## src/rtl/lfsr_pkg.sv

```systemverilog
// Shared types and helpers for the runtime-configurable LFSR stream generator.
// Used by lfsr_step and lfsr_stream.
package lfsr_pkg;

    localparam int WIDTH_MIN = 3;
    localparam int WIDTH_MAX = 32;

    typedef enum logic {
        LFSR_FIB_XNOR = 1'b0,
        LFSR_GAL_XOR  = 1'b1
    } lfsr_mode_e;

    typedef enum logic {
        ST_IDLE = 1'b0,
        ST_RUN  = 1'b1
    } lfsr_state_e;

    // State that the selected feedback can never leave; returned zero-extended to WIDTH_MAX.
    function automatic logic [WIDTH_MAX-1:0] lockup_value(input lfsr_mode_e mode, input int width);
        if (mode == LFSR_FIB_XNOR) begin
            return {WIDTH_MAX{1'b1}} >> (WIDTH_MAX - width);
        end
        return '0;
    endfunction

endpackage

```

## src/rtl/lfsr_step.sv

```systemverilog
// Combinational single-step LFSR next-state (Fibonacci-XNOR or Galois-XOR).
// Shared with the scrambler datapath.
module lfsr_step
    import lfsr_pkg::*;
#(
    parameter int WIDTH = 16
) (
    input  logic [WIDTH-1:0] i_state,
    input  logic [WIDTH-1:0] i_taps,
    input  lfsr_mode_e       i_mode,
    output logic [WIDTH-1:0] o_next
);

    logic w_fib_fb;

    assign w_fib_fb = ~(^(i_state & i_taps));

    // NOTE: the first assignment is an unconditional default, so no path leaves o_next unassigned and no latch is inferred.
    always_comb begin
        o_next = {i_state[WIDTH-2:0], w_fib_fb};
        if (i_mode == LFSR_GAL_XOR) begin
            o_next = {i_state[WIDTH-2:0], 1'b0} ^ (i_state[WIDTH-1] ? i_taps : '0);
        end
    end

endmodule

```

## src/rtl/lfsr_stream.sv

```systemverilog
// Runtime-configurable LFSR word generator with valid/ready output and period measurement.
// Optional macro LFSR_PERIOD_CNT_EN enables the step counter and period_cnt_o.
module lfsr_stream
    import lfsr_pkg::*;
#(
    parameter int WIDTH = 16
) (
    input  logic             clk_i,
    input  logic             rst_i,
    input  logic             cfg_valid_i,
    output logic             cfg_ready_o,
    input  logic             cfg_mode_i,
    input  logic [WIDTH-1:0] cfg_taps_i,
    input  logic [WIDTH-1:0] cfg_seed_i,
    output logic             cfg_err_o,
    input  logic             start_i,
    input  logic             stop_i,
    output logic [WIDTH-1:0] data_o,
    output logic             data_valid_o,
    input  logic             data_ready_i,
    output logic             period_done_o,
    output logic [WIDTH-1:0] period_cnt_o,
    output logic             busy_o
);

    generate
        if (WIDTH < WIDTH_MIN || WIDTH > WIDTH_MAX) begin : g_width_check
            $error("lfsr_stream: WIDTH out of range 3..32");
        end
    endgenerate

    lfsr_state_e      r_state;
    lfsr_state_e      w_state_nxt;
    lfsr_mode_e       r_mode;
    lfsr_mode_e       w_cfg_mode;
    logic [WIDTH-1:0] r_lfsr;
    logic [WIDTH-1:0] r_taps;
    logic [WIDTH-1:0] r_seed;
    logic             r_configured;
    logic             r_cfg_err;
    logic             r_period_done;
    logic [WIDTH-1:0] w_next;
    logic             w_cfg_fire;
    logic             w_cfg_bad;
    logic             w_accept;
    logic             w_wrap;
    logic [WIDTH_MAX-1:0] w_seed_ext;

    assign w_cfg_mode = lfsr_mode_e'(cfg_mode_i);
    assign w_seed_ext = WIDTH_MAX'(cfg_seed_i);
    assign w_cfg_fire = cfg_valid_i && (r_state == ST_IDLE);
    assign w_cfg_bad  = ((w_cfg_mode == LFSR_FIB_XNOR) && !cfg_taps_i[WIDTH-1])
                     || ((w_cfg_mode == LFSR_GAL_XOR)  && !cfg_taps_i[0])
                     || (w_seed_ext == lockup_value(w_cfg_mode, WIDTH));
    assign w_accept   = (r_state == ST_RUN) && data_ready_i;
    assign w_wrap     = (w_next == r_seed);

    lfsr_step #(.WIDTH(WIDTH)) u_step (
        .i_state (r_lfsr),
        .i_taps  (r_taps),
        .i_mode  (r_mode),
        .o_next  (w_next)
    );

    always_ff @(posedge clk_i) begin
        if (rst_i) begin
            r_state <= ST_IDLE;
        end else begin
            r_state <= w_state_nxt;
        end
    end

    always_comb begin
        w_state_nxt = r_state;
        case (r_state)
            ST_IDLE: if (start_i && r_configured) w_state_nxt = ST_RUN;
            ST_RUN:  if (stop_i)                  w_state_nxt = ST_IDLE;
            default:                              w_state_nxt = ST_IDLE;
        endcase
    end

    // Config and stepping are mutually exclusive: config fires only in IDLE, accepts only in RUN.
    // NOTE: sequential state uses non-blocking assignments so every register samples pre-edge values.
    always_ff @(posedge clk_i) begin
        if (rst_i) begin
            r_mode        <= LFSR_FIB_XNOR;
            r_lfsr        <= '0;
            r_taps        <= '0;
            r_seed        <= '0;
            r_configured  <= 1'b0;
            r_cfg_err     <= 1'b0;
            r_period_done <= 1'b0;
        end else begin
            r_cfg_err     <= 1'b0;
            r_period_done <= 1'b0;
            if (w_cfg_fire) begin
                if (w_cfg_bad) begin
                    r_cfg_err <= 1'b1;
                end else begin
                    r_mode       <= w_cfg_mode;
                    r_taps       <= cfg_taps_i;
                    r_seed       <= cfg_seed_i;
                    r_lfsr       <= cfg_seed_i;
                    r_configured <= 1'b1;
                end
            end else if (w_accept) begin
                r_lfsr        <= w_next;
                r_period_done <= w_wrap;
            end
        end
    end

`ifdef LFSR_PERIOD_CNT_EN
    logic [WIDTH-1:0] r_step_cnt;
    logic [WIDTH-1:0] r_period_cnt;

    always_ff @(posedge clk_i) begin
        if (rst_i) begin
            r_step_cnt   <= '0;
            r_period_cnt <= '0;
        end else if (w_cfg_fire && !w_cfg_bad) begin
            r_step_cnt <= '0;
        end else if (w_accept) begin
            if (w_wrap) begin
                r_period_cnt <= r_step_cnt + 1'b1;
                r_step_cnt   <= '0;
            end else begin
                r_step_cnt <= r_step_cnt + 1'b1;
            end
        end
    end

    assign period_cnt_o = r_period_cnt;
`else
    assign period_cnt_o = '0;
`endif

    assign cfg_ready_o   = (r_state == ST_IDLE);
    assign cfg_err_o     = r_cfg_err;
    assign data_o        = r_lfsr;
    assign data_valid_o  = (r_state == ST_RUN);
    assign busy_o        = (r_state == ST_RUN);
    assign period_done_o = r_period_done;

endmodule

```

## config.mk

```make
export PLATFORM = sky130hd
export DESIGN_NAME = lfsr_stream
export DESIGN_NICKNAME = d
export VERILOG_FILES = /design/src/rtl/lfsr_pkg.sv /design/src/rtl/lfsr_step.sv /design/src/rtl/lfsr_stream.sv
export SDC_FILE = /design/constraint.sdc
export NUM_CORES = 1
export LEC_CHECK = 0
export CAP_MARGIN = 25
export CELL_PAD_IN_SITES_DETAIL_PLACEMENT = 1
export CELL_PAD_IN_SITES_GLOBAL_PLACEMENT = 1
export CORE_MARGIN = 3
export CORE_UTILIZATION = 39
export CTS_CLUSTER_SIZE = 8
export DETAILED_ROUTE_END_ITERATION = 6
export GPL_ROUTABILITY_DRIVEN = 1
export GPL_TIMING_DRIVEN = 0
export PLACE_DENSITY = 0.93
export SLEW_MARGIN = 15
export SYNTH_ARGS = -nofsm -noshare
export SYNTH_HDL_FRONTEND = slang
export SYNTH_SLANG_ARGS = --single-unit
```

## constraint.sdc

```tcl
create_clock -name clk_i -period 4.28 [get_ports clk_i]
set_input_delay 0.856 -clock clk_i [delete_from_list [all_inputs] [get_ports clk_i]]
set_output_delay 0.856 -clock clk_i [all_outputs]
set_load 0.02 [all_outputs]
```

; ---- Word level (Yosys, flattened, before mapping)
; Index checks and enable logic that the tools add are counted.
[op_classes]
eq_ne = 3
muxes = 10
bitwise = 8
reduce_logical = 15
[op_table]
columns = cell, count
row1 = $mux 16, 6
row2 = $eq 16x32->1, 1
row3 = $and 16x16->16, 1
row4 = $eq 16x16->1, 1
row5 = $reduce_xor 16->1, 1
row6 = $xor 16x16->16, 1
row7 = $not 1->1, 6
row8 = $logic_and 1x1->1, 5
row9 = $reduce_and 2->1, 2
row10 = $mux 1, 3
row11 = $reduce_or 3->1, 1
row12 = $logic_not 1->1, 2
row13 = $logic_or 1x1->1, 2
row14 = $ne 2x2->1 const B, 1
row15 = $pmux 1 s2, 1
row16 = $reduce_bool 2->1, 1
row17 = $reduce_or 2->1, 1
[totals]
ff_bits = 53
input_bits = 39
output_inout_bits = 37

; ---- Logic depth before layout (Yosys ltp)
; Gate-level depths: netlist of the first run.
[depth]
depth_word = 6
depth_mapped = 9
ltp_nobuf = 8

; ---- Hierarchy
; Synthesis of the first run repeated with hierarchy kept, for this count alone.
[hier_totals]
cells_unflattened = 366
area_unflattened_um2 = 3151.8
[modules_own_cells]
columns = mod, n_inst, cells_each, area_per_inst_um2
row1 = lfsr_stream, 1, 300, 2718.9
row2 = lfsr_step, 1, 66, 432.9

; ---- Worst setup path before layout of the first run
; No wires, ideal clock.
[synth_path]
path_kind = input port to flip-flop
startpoint = input port cfg_seed_i[3]
endpoint = register r_taps[12]
setup_ps = 128
arrival_time_ps = 2232
path_slack_ps = 1921
cell_stages = 8
n_path_buf = 1
path_cell_list = nand4_1 or4b_1 a21oi_1 a31oi_1 nand3_4 clkbuf_8 mux2i_1 nor2_1
[synth_between]
elab_chain_cells = 4
[synth_rtl]
columns = item, line
row1 = start: declaration, lfsr_stream.sv:14  ; input logic [WIDTH-1:0] cfg_seed_i,
row2 = $eq 16x32->1, lfsr_stream.sv:54  ; || (w_seed_ext == lockup_value(w_cfg_mode, WIDTH));
row3 = $logic_or 1x1->1, lfsr_stream.sv:54
row4 = $not 1->1 (no line), n/a
row5 = $reduce_and 2->1 (no line), n/a
row6 = end signal: assignment, lfsr_stream.sv:101  ; r_taps <= cfg_taps_i;
row7 = end: declaration, lfsr_stream.sv:37  ; logic [WIDTH-1:0] r_taps;
; Every way passes these cells.
; A chain may end at the register's enable or synchronous reset.

; ---- Final worst setup path of the first run
[layout_path]
startpoint = input port cfg_seed_i[3]
endpoint = register r_lfsr[5], in the netlist data_o[5]
[layout_between]
elab_chain_cells = 4
[layout_rtl]
columns = item, line
row1 = $eq 16x32->1, lfsr_stream.sv:54
row2 = $logic_or 1x1->1, lfsr_stream.sv:54
row3 = $ne 2x2->1 (no line), n/a
row4 = $reduce_and 2->1 (no line), n/a
row5 = end signal: assignment, lfsr_stream.sv:103  ; r_lfsr <= cfg_seed_i;
row6 = end signal: assignment, lfsr_stream.sv:107  ; r_lfsr <= w_next;
row7 = end: declaration, lfsr_stream.sv:36  ; logic [WIDTH-1:0] r_lfsr;
; Every way passes these cells.

==> summary.md, run 1 <==
| Metric | Value |
|---|---|
| Fin nets | `450` |
| CP startpoint kind | `primary input` |
| H-tree levels | `2` |
| Max Clk Rate | `0.325 GHz` |
| Final TNS setup | `0 ns` |
| Clk_lat worst skew | `0.31 ns` |
| Power per cell area | `295 nW/um^2` |
| Die area | `8410 um^2` |
| Seq/Total Area, Yosys | `0.370` |
| Max-slew violations | `0` |
| CTS Buffer Depth | `2` |
| GRT Util Overall | `0.225` |
| Worst r2r src | `r_mode$_SDFFE_PP0P_` |
| Syn Inst Count | `331` |
| Worst hold start | `r_configured$_SDFFE_PP0P_` |
| Int Pwr | `0.755 mW` |
| Worst R2R Setup Slack | `1.79 ns` |
| GR peak layer | `met2` |
| Status | `finished, final reports clean` |
| Drt first pass iters | `4` |
| Setup CP Type | `primary input to flop` |
| Vias | `2641` |
| Detailed Route Iter0 Violations | `184` |
| Drt drc | `0` |
| RSZ-0062 raised after global routing | `no` |
| Met1 Use GR | `0.276` |
| Rows | `30` |
| First-pass GRT wire length | `14800 um` |
| Final Cycle Share | `0.719` |
| Total Power | `1.09 mW` |
| Count leader, synth | `dfxtp_1` |
| Final worst path period need | `3.08 ns` |
| CTS Root Cell | `clkbuf_8` |
| Synth top cells by count | `dfxtp_1 (53), nand2_1 (49), nor2_1 (35)` |
| Post-synth top area share | `0.370` |
| Post-CTS resize count | `0` |
| P_leak | `1.55 nW` |
| Die H | `91.7 um` |
| Area growth syn-to-layout | `29.0%` |
| Via density | `5.22` |
| Largest area contributor in the netlist | `dfxtp_1` |
| CTS sink cnt | `53` |
| Hold Crit Endpoint | `r_configured$_SDFFE_PP0P_` |
| Post-Syn Area | `2860 um^2` |
| Hold buffers post-CTS | `0` |
| Min-Delay Path Class | `flop to flop` |
| Critical Path RT | `4.44 ns` |
| CP endpoint kind | `flop` |
| Post-synth ARST share | `0` |
| # IOs | `76` |
| Synth area leaders | `dfxtp_1 (37%), mux2i_1 (12%), xor2_1 (8.9%)` |
| Psw | `0.336 mW` |
| Met3 global-route usage | `0.0377` |
| Initial Util | `0.412` |
| Die X | `91.7 um` |
| Reg-to-reg critical path endpoint | `period_done_o$_SDFF_PP0_` |
| Inserted Clock Buffers | `5` |
| Antenna Violating Nets Remaining | `0` |
| Slew @ Worst Pin | `0.669 ns` |
| FF-to-FF path depth | `8` |
| Vias in the first global route | `2795` |
| Post-synth EDFFs | `0` |
| #FFs+latches synth | `53` |
| Comb pwr share | `0.246` |
| Core area | `6940 um^2` |
| Routed wire length | `9300 um` |
| Hold path cells | `2` |
| Proportion of layout cells with a drive suffix above 1 | `0.0829` |
| Initial antenna violation count | `0` |
| Final setup fails | `0` |
| Grt met2 use | `0.394` |
| Port buffer count | `58` |
| N_diodes | `0` |
| Max-cap violation count | `0` |
| DP HPWL | `7030 um` |
| Syn. warnings | `0` |
| Critical path data arrival time | `3.24 ns` |
| Total global routing overflow | `0` |
| Clock share of power | `0.251` |
| Largest net degree at the start of global routing | `15` |
| Setup Buffers After CTS | `0` |
| Syn Area/Cell | `8.65 um^2` |
| Global placement routability congestion | `0.895` |
| Worst-path fanout max | `10` |
| Worst rel slew slack | `0.554` |
| CTS tree | `built` |
| Reg power frac | `0.503` |
| DR WL/cell | `18.4 um` |
| Predominant post-synthesis flop cell | `dfxtp_1` |
| Final hold viol count | `0` |
| Clock slew at reported path FFs | `0.10 ns` |
| Net Sw Frac | `0.308` |
| Worst vdd ir | `0.121 mV` |
| Unique masters post-synth | `31` |
| Layout Skew | `0.0115 ns` |
placed cells by master (no fill, tap or decap), types with 4 or more instances in the layout:
cell type	instances
o211ai_1	17
clkbuf_1	10
a21oi_1	19
nand2_1	49
nor4_1	4
nand4_1	5
mux2i_1	34
nor2_1	35
buf_4	17
nand3_1	16
clkbuf_8	6
xor2_1	29
dfxtp_1	53
xnor2_1	17
conb_1	16
clkdlybuf4s50_1	58
registers in the layout, indices dropped and copies added (netlist names):
| name | count |
|---|---|
| data_o | 16 |
| r_seed | 16 |
| r_taps | 16 |
| busy_o | 1 |
| cfg_err_o | 1 |
| period_done_o | 1 |
| r_configured | 1 |
| r_mode | 1 |
stage by stage:
| stage | instance area [um^2] | cells | util | hold slack (ns) | setup WS [ns] |
|---|---|---|---|---|---|
| floorplan | 2920 | 346 | - | 0.426 | 1.92 |
| global placement | 3620 | 500 | 0.521 | 0.438 | 1.08 |
| detailed placement | 3620 | 500 | 0.521 | 0.448 | 0.931 |
| CTS | 3690 | 506 | 0.532 | 0.462 | 1.24 |
| global route | 3690 | 506 | 0.532 | 0.510 | 1.12 |
| finish | 3690 | 506 | 0.532 | 0.463 | 1.20 |
layout make-up:
type	instances	area, um^2
fill	853	3250
multi-input combinational	256	1600
sequential	53	1060
timing repair buffer	58	581
buffer	35	256
tap	96	120
clock buffer	5	68.8
inverter	2	7.51
clock inverter	1	5.00
how the worst max path moves through the flow:
stage | from | end | cells past startpoint
after global placement | cfg_seed_i[1] | data_o[8]$_SDFFE_PP0P_ | 10
after global routing | cfg_seed_i[3] | data_o[5]$_SDFFE_PP0P_ | 10
after floorplan | cfg_seed_i[3] | r_taps[12]$_SDFFE_PP0P_ | 8
after CTS | cfg_seed_i[3] | data_o[5]$_SDFFE_PP0P_ | 10
final | cfg_seed_i[3] | data_o[5]$_SDFFE_PP0P_ | 10
after detailed placement | cfg_seed_i[3] | r_seed[2]$_SDFFE_PP0P_ | 9
power by group through the flow:
stage / logic, mW / clock network [mW] / registers, mW
after floorplan: 0.150 / 0 / 0.564
after CTS: 0.267 / 0.274 / 0.548
after global placement: 0.254 / 0 / 0.557
final: 0.268 / 0.273 / 0.549
after global routing: 0.288 / 0.289 / 0.553
after detailed placement: 0.264 / 0 / 0.560
per-layer routing:
layer | wire, um | part of all wire
met4 | 172 | 0.019
met2 | 4680 | 0.50
met5 | 0 | 0
met3 | 537 | 0.058
met1 | 3900 | 0.42
cell families (layout without fill, tap and decap cells):
family,count (synthesis),count (layout),share of synthesized area
AO/OA/AOI/OAI,41,41,0.0882
XOR/XNOR,46,46,0.141
buffers and inverters,37,101,0.0922
flip-flops,53,53,0.370
multiplexers,34,34,0.119
other,1,16,0.00131
AND/OR/NAND/NOR,119,119,0.188
worst max-delay path: stages:
cell,delay [ns]
clkdlybuf4s50_1,0.58
nand4_1,0.15
or4b_1,0.49
a21oi_1,0.21
a31oi_1,0.21
nand3_4,0.22
nand2_4,0.11
buf_6,0.16
o211ai_1,0.12
a21oi_1,0.12
(Power assumes the default switching activity.)
==> inputs of run 2 (changes only) <==
Settings changed: CORE_UTILIZATION 39 to 32, PLACE_DENSITY 0.93 to 0.83.
Clock period 4.28 ns to 2.8 ns, I/O delays scaled along.
==> summary.md, run 2 (synthesis gave the netlist of run 1 again) <==
| Metric | Value |
|---|---|
| RSZ-0062 raised after global routing | `no` |
| Status | `finished, final reports clean` |
| Vias in the first global route | `2730` |
| GR peak layer | `met2` |
| Proportion of layout cells with a drive suffix above 1 | `0.0850` |
| Met3 global-route usage | `0.0360` |
| Largest net degree at the start of global routing | `17` |
| Total Power | `1.78 mW` |
| Layout Skew | `0.0108 ns` |
| Comb pwr share | `0.228` |
| Drt first pass iters | `4` |
| Critical path data arrival time | `2.80 ns` |
| Most common cell after layout, fill and taps aside | `clkdlybuf4s50_1` |
| CP startpoint kind | `primary input` |
| Via density | `4.90` |
| Power per cell area | `475 nW/um^2` |
| Critical Path RT | `2.99 ns` |
| H-tree levels | `2` |
| First-pass GRT wire length | `14300 um` |
| Final setup fails | `0` |
| Slew @ Worst Pin | `0.571 ns` |
| CTS Root Cell | `clkbuf_8` |
| Reg power frac | `0.472` |
| Setup Buffers After CTS | `0` |
| Post-layout utilization of the core | `0.442` |
| Clk_lat worst skew | `0.31 ns` |
| Detailed Route Iter0 Violations | `134` |
| Commonest non-fill, non-tap cells in the layout | `clkdlybuf4s50_1 (58), dfxtp_1 (53), nand2_1 (49), nor2_1 (35), mux2i_1 (34)` |
| Drt drc | `0` |
| Psw | `0.521 mW` |
| Fin nets | `450` |
| Net Sw Frac | `0.293` |
| Final Hold Slack | `0.466 ns` |
| # IOs | `76` |
| Die H | `101 um` |
| Max-slew violations | `0` |
| CTS Buffer Depth | `2` |
| Worst rel slew slack | `0.619` |
| Max Clk Rate | `0.383 GHz` |
| Global placement routability congestion | `0.868` |
| GRT Util Overall | `0.179` |
| DR WL/cell | `16.9 um` |
| Worst r2r src | `r_mode$_SDFFE_PP0P_` |
| CP startpoint | `cfg_mode_i` |
| Setup CP Type | `primary input to flop` |
| Final worst path period need | `2.61 ns` |
| Met1 Use GR | `0.235` |
| Min-Delay Path Class | `flop to flop` |
| Post-CTS resize count | `0` |
| Dpl ws | `-0.144 ns` |
| Routed wire length | `8750 um` |
| Core area | `8460 um^2` |
| DP HPWL | `7150 um` |
| Int Pwr | `1.26 mW` |
| P_leak | `1.56 nW` |
| Worst Setup EP | `r_taps[10]$_SDFFE_PP0P_` |
| Grt met2 use | `0.299` |
| Final TNS setup | `0 ns` |
| Initial Util | `0.338` |
| Total global routing overflow | `0` |
| Clock share of power | `0.300` |
| Port buffer count | `58` |
| Worst-path fanout max | `10` |
| N_diodes | `0` |
| Antenna Violating Nets Remaining | `0` |
| Worst R2R Setup Slack | `0.42 ns` |
| Die X | `101 um` |
| Reg-to-reg critical path endpoint | `period_done_o$_SDFF_PP0_` |
| Final Cycle Share | `0.933` |
| Inserted Clock Buffers | `5` |
| Hold buffers post-CTS | `0` |
| Die area | `10100 um^2` |
| Vias | `2534` |
| Initial antenna violation count | `0` |
| Rows | `33` |
| Final hold viol count | `0` |
| CTS sink cnt | `53` |
| CP endpoint kind | `flop` |
| Area growth syn-to-layout | `30.7%` |
| FF-to-FF path depth | `8` |
| CTS tree | `built` |
| Worst vdd ir | `0.190 mV` |
| Max-cap violation count | `0` |
| Fin worst setup slack | `0.188 ns` |
| Clock slew at reported path FFs | `0.10 ns` |
[run 2: cell types whose count changed in the layout (fill, tap and decap cells not counted)]
cell,delta
bufinv_16,+1
clkbuf_1,+1
clkinv_4,+1
clkinv_2,-1
[run 2: power groups by stage]
| stage | Clock, mW | Sequential (mW) | Combinational, mW |
|---|---|---|---|
| final | 0.534 | 0.839 | 0.405 |
| after global routing | 0.577 | 0.846 | 0.439 |
| after CTS | 0.544 | 0.839 | 0.406 |
| after detailed placement | 0 | 0.856 | 0.402 |
| after global placement | 0 | 0.854 | 0.390 |
| after floorplan | 0 | 0.863 | 0.229 |
[run 2: how the worst min path moves through the flow]
stage                              start                         to  slack, ns  depth (start not counted)
2_1_floorplan  r_configured$_SDFFE_PP0P_  r_configured$_SDFFE_PP0P_       0.43                          2
3_3_place_gp   r_configured$_SDFFE_PP0P_  r_configured$_SDFFE_PP0P_       0.44                          2
3_5_place_dp   r_configured$_SDFFE_PP0P_  r_configured$_SDFFE_PP0P_       0.46                          2
4_1_cts        r_configured$_SDFFE_PP0P_  r_configured$_SDFFE_PP0P_       0.47                          2
5_1_grt        r_configured$_SDFFE_PP0P_  r_configured$_SDFFE_PP0P_       0.50                          2
6_report       r_configured$_SDFFE_PP0P_  r_configured$_SDFFE_PP0P_       0.47                          2
[run 2: layer usage]
layer | vias to the layer above | part of all wire | wire (um)
li1 | 1250 | - | -
met1 | 1205 | 0.45 | 3930
met2 | 72 | 0.48 | 4200
met3 | 7 | 0.060 | 527
met4 | 0 | 0.011 | 94
met5 | - | 0 | 0
[run 2: worst max-delay path, cell delays in order]
cell and delay [ns]:
clkdlybuf4s50_1 0.59, or4b_1 0.60, a21oi_1 0.18, a31oi_1 0.17, nand3_4 0.21, buf_8 0.19, mux2i_1 0.23, nor2_1 0.07
[run 2: layout make-up]
| class | count | area, um^2 |
|---|---|---|
| Buffer | 35 | 256 |
| Timing Repair Buffer | 58 | 581 |
| Sequential cell | 53 | 1060 |
| Clock inverter | 2 | 38.8 |
| Multi-Input combinational cell | 256 | 1600 |
| Fill cell | 984 | 4720 |
| Tap cell | 105 | 131 |
| Clock buffer | 6 | 72.6 |
| Inverter | 2 | 7.51 |
[run 2: through the flow]
step,std cells,area (um^2)
4_1_cts,517,3740
5_1_grt,517,3740
3_5_place_dp,509,3630
3_3_place_gp,509,3630
2_1_floorplan,346,2920
6_report,517,3740
